$ cat config.mk
export PLATFORM = sky130hd
export DESIGN_NAME = wb_tlc_tx_arb
export DESIGN_NICKNAME = d
export VERILOG_FILES = /design/src/rtl/wb_tlc_tx_arb.sv
export SDC_FILE = /design/constraint.sdc
export NUM_CORES = 1
export LEC_CHECK = 0
export ABC_AREA = 1
export ABC_CLOCK_PERIOD_IN_PS = 2450
export CAP_MARGIN = 20
export CORE_AREA = 2 2 84 86
export CTS_BUF_LIST = sky130_fd_sc_hd__clkbuf_4
export CTS_CLUSTER_DIAMETER = 100
export DETAILED_ROUTE_END_ITERATION = 10
export DIE_AREA = 0 0 86 88
export GPL_ROUTABILITY_DRIVEN = 1
export HOLD_SLACK_MARGIN = 0.02
export PLACE_DENSITY = 0.77
export SETUP_SLACK_MARGIN = 0.3
export SLEW_MARGIN = 20
export SYNTH_ARGS = -nofsm -noshare
export SYNTH_HDL_FRONTEND = slang
export SYNTH_SLANG_ARGS = --single-unit
$ cat constraint.sdc
create_clock -name clk_125 -period 2.45 [get_ports clk_125]
set_input_delay 0.3675 -clock clk_125 [delete_from_list [all_inputs] [get_ports clk_125]]
set_output_delay 0.3675 -clock clk_125 [all_outputs]
set_load 0.1 [all_outputs]
$ cat src/rtl/wb_tlc_tx_arb.sv
// Two-requester TX arbiter in front of the PCIe core TX port: it holds one grant per packet and alternates priority.
// Optional watchdog (macro WB_TLC_TX_ARB_WDT_EN) aborts a packet that never sees tx_end.
module wb_tlc_tx_arb #(
    parameter int c_DATA_WIDTH = 64,
    parameter int c_WDT_CYCLES = 1024
) (
    input  logic                    clk_125,
    input  logic                    rstn,
    input  logic                    req0,
    input  logic                    req1,
    input  logic [c_DATA_WIDTH-1:0] data0,
    input  logic [c_DATA_WIDTH-1:0] data1,
    input  logic                    st0,
    input  logic                    st1,
    input  logic                    end0,
    input  logic                    end1,
    input  logic                    dwen0,
    input  logic                    dwen1,
    output logic                    rdy0,
    output logic                    rdy1,
    output logic                    tx_req,
    input  logic                    tx_rdy,
    input  logic                    tx_val,
    output logic [c_DATA_WIDTH-1:0] tx_data,
    output logic                    tx_st,
    output logic                    tx_end,
    output logic                    tx_dwen,
    output logic                    arb_err,
    output logic [1:0]              dbg_state,
    output logic [1:0]              dbg_grant,
    output logic                    dbg_pri
);

    typedef enum logic [1:0] {
        IDLE = 2'd0,
        REQ  = 2'd1,
        XFER = 2'd2
    } state_t;

    state_t     state, state_n;
    logic [1:0] grant, grant_n;   // one-hot {g1,g0}
    logic       pri, pri_n;       // requester preferred when both request
    logic       granted_req;
    logic       beat_ok;

    assign granted_req = (grant[0] & req0) | (grant[1] & req1);
    assign beat_ok     = tx_rdy & tx_val;

`ifdef WB_TLC_TX_ARB_WDT_EN
    localparam int WDT_W = (c_WDT_CYCLES > 2) ? $clog2(c_WDT_CYCLES) : 1;
    logic [WDT_W-1:0] wdt_cnt, wdt_n;
    logic             err_n;
`else
    // The limit has no meaning without the watchdog.
    localparam int unused_wdt_cycles = c_WDT_CYCLES;
`endif

    always_comb begin
        state_n = state;
        grant_n = grant;
        pri_n   = pri;
`ifdef WB_TLC_TX_ARB_WDT_EN
        wdt_n   = wdt_cnt;
        err_n   = 1'b0;
`endif
        case (state)
            IDLE: begin
                if (req0 | req1) begin
                    state_n = REQ;
                    if (req0 & req1)
                        grant_n = pri ? 2'b10 : 2'b01;
                    else
                        grant_n = req1 ? 2'b10 : 2'b01;
                end
            end
            REQ: begin
                // A beat taken in the same cycle the request drops still starts the packet.
                if (tx_val) begin
                    if (tx_rdy) begin
                        state_n = XFER;
`ifdef WB_TLC_TX_ARB_WDT_EN
                        wdt_n   = '0;
`endif
                    end else if (!granted_req) begin
                        state_n = IDLE;
                        grant_n = 2'b00;
                    end
                end
            end
            XFER: begin
                if (tx_val) begin
                    if (tx_end) begin
                        state_n = IDLE;
                        grant_n = 2'b00;
                        pri_n   = grant[0];
                    end
`ifdef WB_TLC_TX_ARB_WDT_EN
                    else if (wdt_cnt == WDT_W'(c_WDT_CYCLES - 1)) begin
                        state_n = IDLE;
                        grant_n = 2'b00;
                        pri_n   = ~pri;
                        wdt_n   = '0;
                        err_n   = 1'b1;
                    end else begin
                        wdt_n   = wdt_cnt + WDT_W'(1);
                    end
`endif
                end
            end
            default: begin
                state_n = IDLE;
                grant_n = 2'b00;
            end
        endcase
    end

    always_ff @(posedge clk_125 or negedge rstn) begin
        if (!rstn) begin
            state  <= IDLE;
            grant  <= 2'b00;
            pri    <= 1'b0;
            tx_req <= 1'b0;
        end else begin
            state  <= state_n;
            grant  <= grant_n;
            pri    <= pri_n;
            tx_req <= (state_n == REQ);
        end
    end

`ifdef WB_TLC_TX_ARB_WDT_EN
    always_ff @(posedge clk_125 or negedge rstn) begin
        if (!rstn) begin
            wdt_cnt <= '0;
            arb_err <= 1'b0;
        end else begin
            wdt_cnt <= wdt_n;
            arb_err <= err_n;
        end
    end
`else
    assign arb_err = 1'b0;
`endif

    always_comb begin
        tx_data = '0;
        tx_st   = 1'b0;
        tx_end  = 1'b0;
        tx_dwen = 1'b0;
        if (grant[0]) begin
            tx_data = data0;
            tx_st   = st0;
            tx_end  = end0;
            tx_dwen = dwen0;
        end else if (grant[1]) begin
            tx_data = data1;
            tx_st   = st1;
            tx_end  = end1;
            tx_dwen = dwen1;
        end
    end

    assign rdy0 = beat_ok & grant[0] & (state != IDLE);
    assign rdy1 = beat_ok & grant[1] & (state != IDLE);

    assign dbg_state = state;
    assign dbg_grant = grant;
    assign dbg_pri   = pri;

endmodule

Word level (Yosys, flattened, before mapping)
Index checks and enable logic that the tools add are counted.
{"block": "word_totals", "ff_bits": 6, "output_inout_bits": 76, "elab_cells": 52}
{"block": "classes", "n_eq_ne": 9, "muxes": 25, "bitwise": 10, "n_reduce_logical": 4}
{"operator": "$mux W64", "count": 2}
{"operator": "$mux W2", "count": 15}
{"operator": "$ne A2 B2 Y1 const B", "count": 6}
{"operator": "$pmux W2 S3", "count": 2}
{"operator": "$and A1 B1 Y1", "count": 8}
{"operator": "$mux W1", "count": 6}
{"operator": "$reduce_and A6 Y1", "count": 1}
{"operator": "$eq A2 B1 Y1 const B", "count": 2}
{"operator": "$reduce_and A3 Y1", "count": 1}
{"operator": "$eq A2 B2 Y1 const B", "count": 1}
{"operator": "$logic_not A2 Y1", "count": 1}
{"operator": "$or A1 B1 Y1", "count": 2}
{"operator": "$reduce_bool A2 Y1", "count": 1}

Logic depth before layout (Yosys ltp)
{"block": "depth", "ltp_word": 7, "mapped_depth": 8, "depth_no_buf": 7}

Least setup slack after synthesis
No wires, ideal clock.
{"block": "synth_path", "path_kind": "register to output", "startpoint": "register grant[0], in the netlist dbg_grant[0]", "endpoint": "output rdy0", "t_arrival_ns": 3.406, "t_required_ns": 2.082, "slack_ns": -1.324, "path_stages_with_launch": 5, "n_path_buf": 2, "path_cell_list": "dfrtp_1 -> buf_6 -> inv_4 -> buf_4 -> nor3_1"}
{"block": "synth_between", "elab_chain_len": 2}
{"item": "start, declared", "line_no": "41", "rtl": "logic [1:0] grant, grant_n;"}
{"item": "start signal, assigned", "line_no": "125", "rtl": "grant <= grant_n;"}
{"item": "$and A1 B1 Y1 (2 in a row)", "line_no": "163", "rtl": "assign rdy0 = beat_ok & grant[0] & (state != IDLE);"}
{"item": "end, declared", "line_no": "19", "rtl": "output logic rdy0,"}
Every way passes these cells.

Worst setup path after layout
{"block": "layout_path", "startpoint": "register grant[1], in the netlist dbg_grant[1]", "endpoint": "output tx_data[10]"}
{"block": "layout_between", "elab_chain_len": 2}
{"item": "$mux W64", "line_no": "155", "rtl": "end else if (grant[1]) begin"}
{"item": "$mux W64", "line_no": "150", "rtl": "if (grant[0]) begin"}
{"item": "end, declared", "line_no": "24", "rtl": "output logic [c_DATA_WIDTH-1:0] tx_data,"}
Every way passes these cells.

==> flow_summary.toml <==
[synth]
synthesis.yosys.warnings = 0
synth-seq-cells = 6
syn_area_sq_um = 1348
synth_largest_area_cell = "nand2_1"
main_combinational_cell_family_by_area_after_synthesis = "simple AND/OR/NAND/NOR gates"
avgSynthCellArea_sq_um = 4.882
synth_fa_ha_area_share_pct = 0
synthMuxAreaShare_pct = 0
yosys.area_share.simple_pct = 72.33
post_synth_main_area_contributors = "nand2_1 41%, nand3_1 26%, dfrtp_1 11%"
synth_top_area_share_pct = 40.95
synth_sequential_area_ratio_pct = 11.14
fraction_of_the_mapped_netlist_area_in_compound_gates_pct = 2.786
postSynthNetCount = 416
postSynthCellCount = 276
synth_xor_area_share_pct = 0
cell_variety_after_synth = 20

[sta]
clock_tree_skew_after_final_layout_ns = 0.001967
period_share_pct = 81.80
timing.max_slew.rel_slack_pct = 66.14
worst-slew-pin-transition_ns = 0.5078
report.final.setup_viol = 0
finalCriticalPeriod_ns = 2.004
finalHoldViolCount = 0
max_slew_violation_total_from_the_final_report = 0
rsz0062_at_grt = "no"
timing.hold.ws_ns = 0.3630
fmax_ghz = 0.4990
totalNegativeSetupSlack_ns = 0

[floorplan]
die_width_um = 86
die_area_sq_um = 7568
core-area_sq_um = 6644
boundary_pin_count = 216
rows = 30
die_height_um = 88
floorplan.initialDensity_pct = 20.28

[route]
drc = 0
drt.antenna.violating_nets = 0
drtIter0Drc = 91
via_total_after_detailed_routing = 2602
via_per_inst = 4.697
drt_pass1_iterations = 5
post_drt_wl_per_cell_um = 14.01
total_wire_length_um = 7764

[setup_path]
timing.setup.critical_path_class = "reg2out"
cp_data_arrival_time_ns = 1.64
cp-start-kind = "flop"
critPathMaxFanout = 39
critical_path_required_time_ns = 2.08
critPathCaptureType = "output pin"

[cells_and_area]
antenna-diode-count = 0
fill_cells = 552
design.final.nets = 615
multi_input_area_sq_um = 1139
layout_common_cells = "139 x clkdlybuf4s50_1, 107 x nand2_1, 73 x buf_12, 71 x nand3_1, 41 x nand2_2"
final-seq-area_sq_um = 157.7
area.growth.synth_to_final_pct = 223.6
commonest_non_fill_non_tap_cell_in_the_layout = "clkdlybuf4s50_1"
drive_above_1_share_pct = 28.69

[global_route]
grt_overflow_total = 0
first_global_vias = 2379
grt_antenna_before_repair = 0
grt_start_max_net_pins = 70
globalRouteTotalUtil_pct = 18.75
grt_first_pass_wirelength_um = 11590

[cts]
cts-root-buf = "clkbuf_4"
cts.clk_slew.worst_paths_ns = 0.05
buffer_depth_of_the_longest_clock_path = 2
clock_sink_count = 6
cts_inserted_buffers = 3
worstSkewPairLatency_ns = 0.25
post_cts.repair.setup_buffers = 0
cts_max_level = 1
cts_tree = "done"

[run]
max_cap_violations = 0

[placement]
dp_hpwl_um = 6397
io_buffers = 214
routability_driven_placement_congestion_ratio = 0.8491

[run_status]
result_of_the_run = "completed"

[min_path]
hp_class = "in2async"
state kept, by name, summed over array words and instances (netlist names):
register	flops
tx_req	1
dbg_pri	1
dbg_state	2
dbg_grant	2
synth_stat cells (all sizes together):
cell      n
nand2   148
nand3    72
buf      24
inv       8
nor2      8
dfrtp     6
o21ai     3
nor3      2
o21bai    2
conb      1
nand4     1
o31ai     1
area by class of cell:
cell class	count	area share [%]
multi-input cells	238	26.11
inverters	8	0.7461
repair buffers	218	66.54
clock buffers	4	0.6887
well taps	80	2.296
flip-flops and latches	6	3.615
stage by stage:
step	instances	setup WS (ns)	util (%)	instance area [sq um]
global route	554	0.3698	65.63	4360
detailed placement	550	0.4684	65.12	4327
floorplan	276	0.2865	-	1478
CTS	554	0.3406	65.57	4357
global placement	550	0.4723	65.12	4327
finish	554	0.4459	65.63	4360
worst max-delay path, stage by stage (launching register included):
cell	delay (ns)
dfrtp_4	0.67
buf_12	0.26
nand3_1	0.12
nand2_1	0.13
buf_12	0.18
final timing paths:
kind	start	endpoint	slack [ns]	cells past startpoint
worst max-delay path	dbg_grant[1]	tx_data[10]	0.45	4
worst min-delay path	rstn	dbg_grant[1]	0.36	1
worst max register to register	dbg_grant[0]	dbg_grant[0]	0.95	6
worst min register to register	dbg_pri	dbg_pri	0.52	2
max in group asynchronous	rstn	dbg_grant[1]	1.85	1
min in group clk_125	dbg_pri	dbg_pri	0.52	2
per-layer routing:
layer  vias to the layer above  track usage (%)  wire length (um)
li1                       1277                -                 -
met1                      1163            21.00              2664
met2                       144            35.87              4248
met3                        18            3.299               656
met4                         0            5.772               195
met5                         -                0                 0
logic make-up (layout without fill, tap and decap cells):
| kind of cell | after synthesis | in the layout |
|---|---|---|
| other cells | 1 | 1 |
| flops | 6 | 6 |
| simple gates | 231 | 231 |
| compound gates | 6 | 6 |
| buf+inv | 32 | 230 |
timing repair:
item / in CTS / in global routing
hold buffers: 0 / 0
gates resized for setup: 0 / 1
setup endpoints to repair: 0 / 45
Power is not shown: default switching activity piles up to over one toggle a cycle in this logic, so the estimate is an artifact.
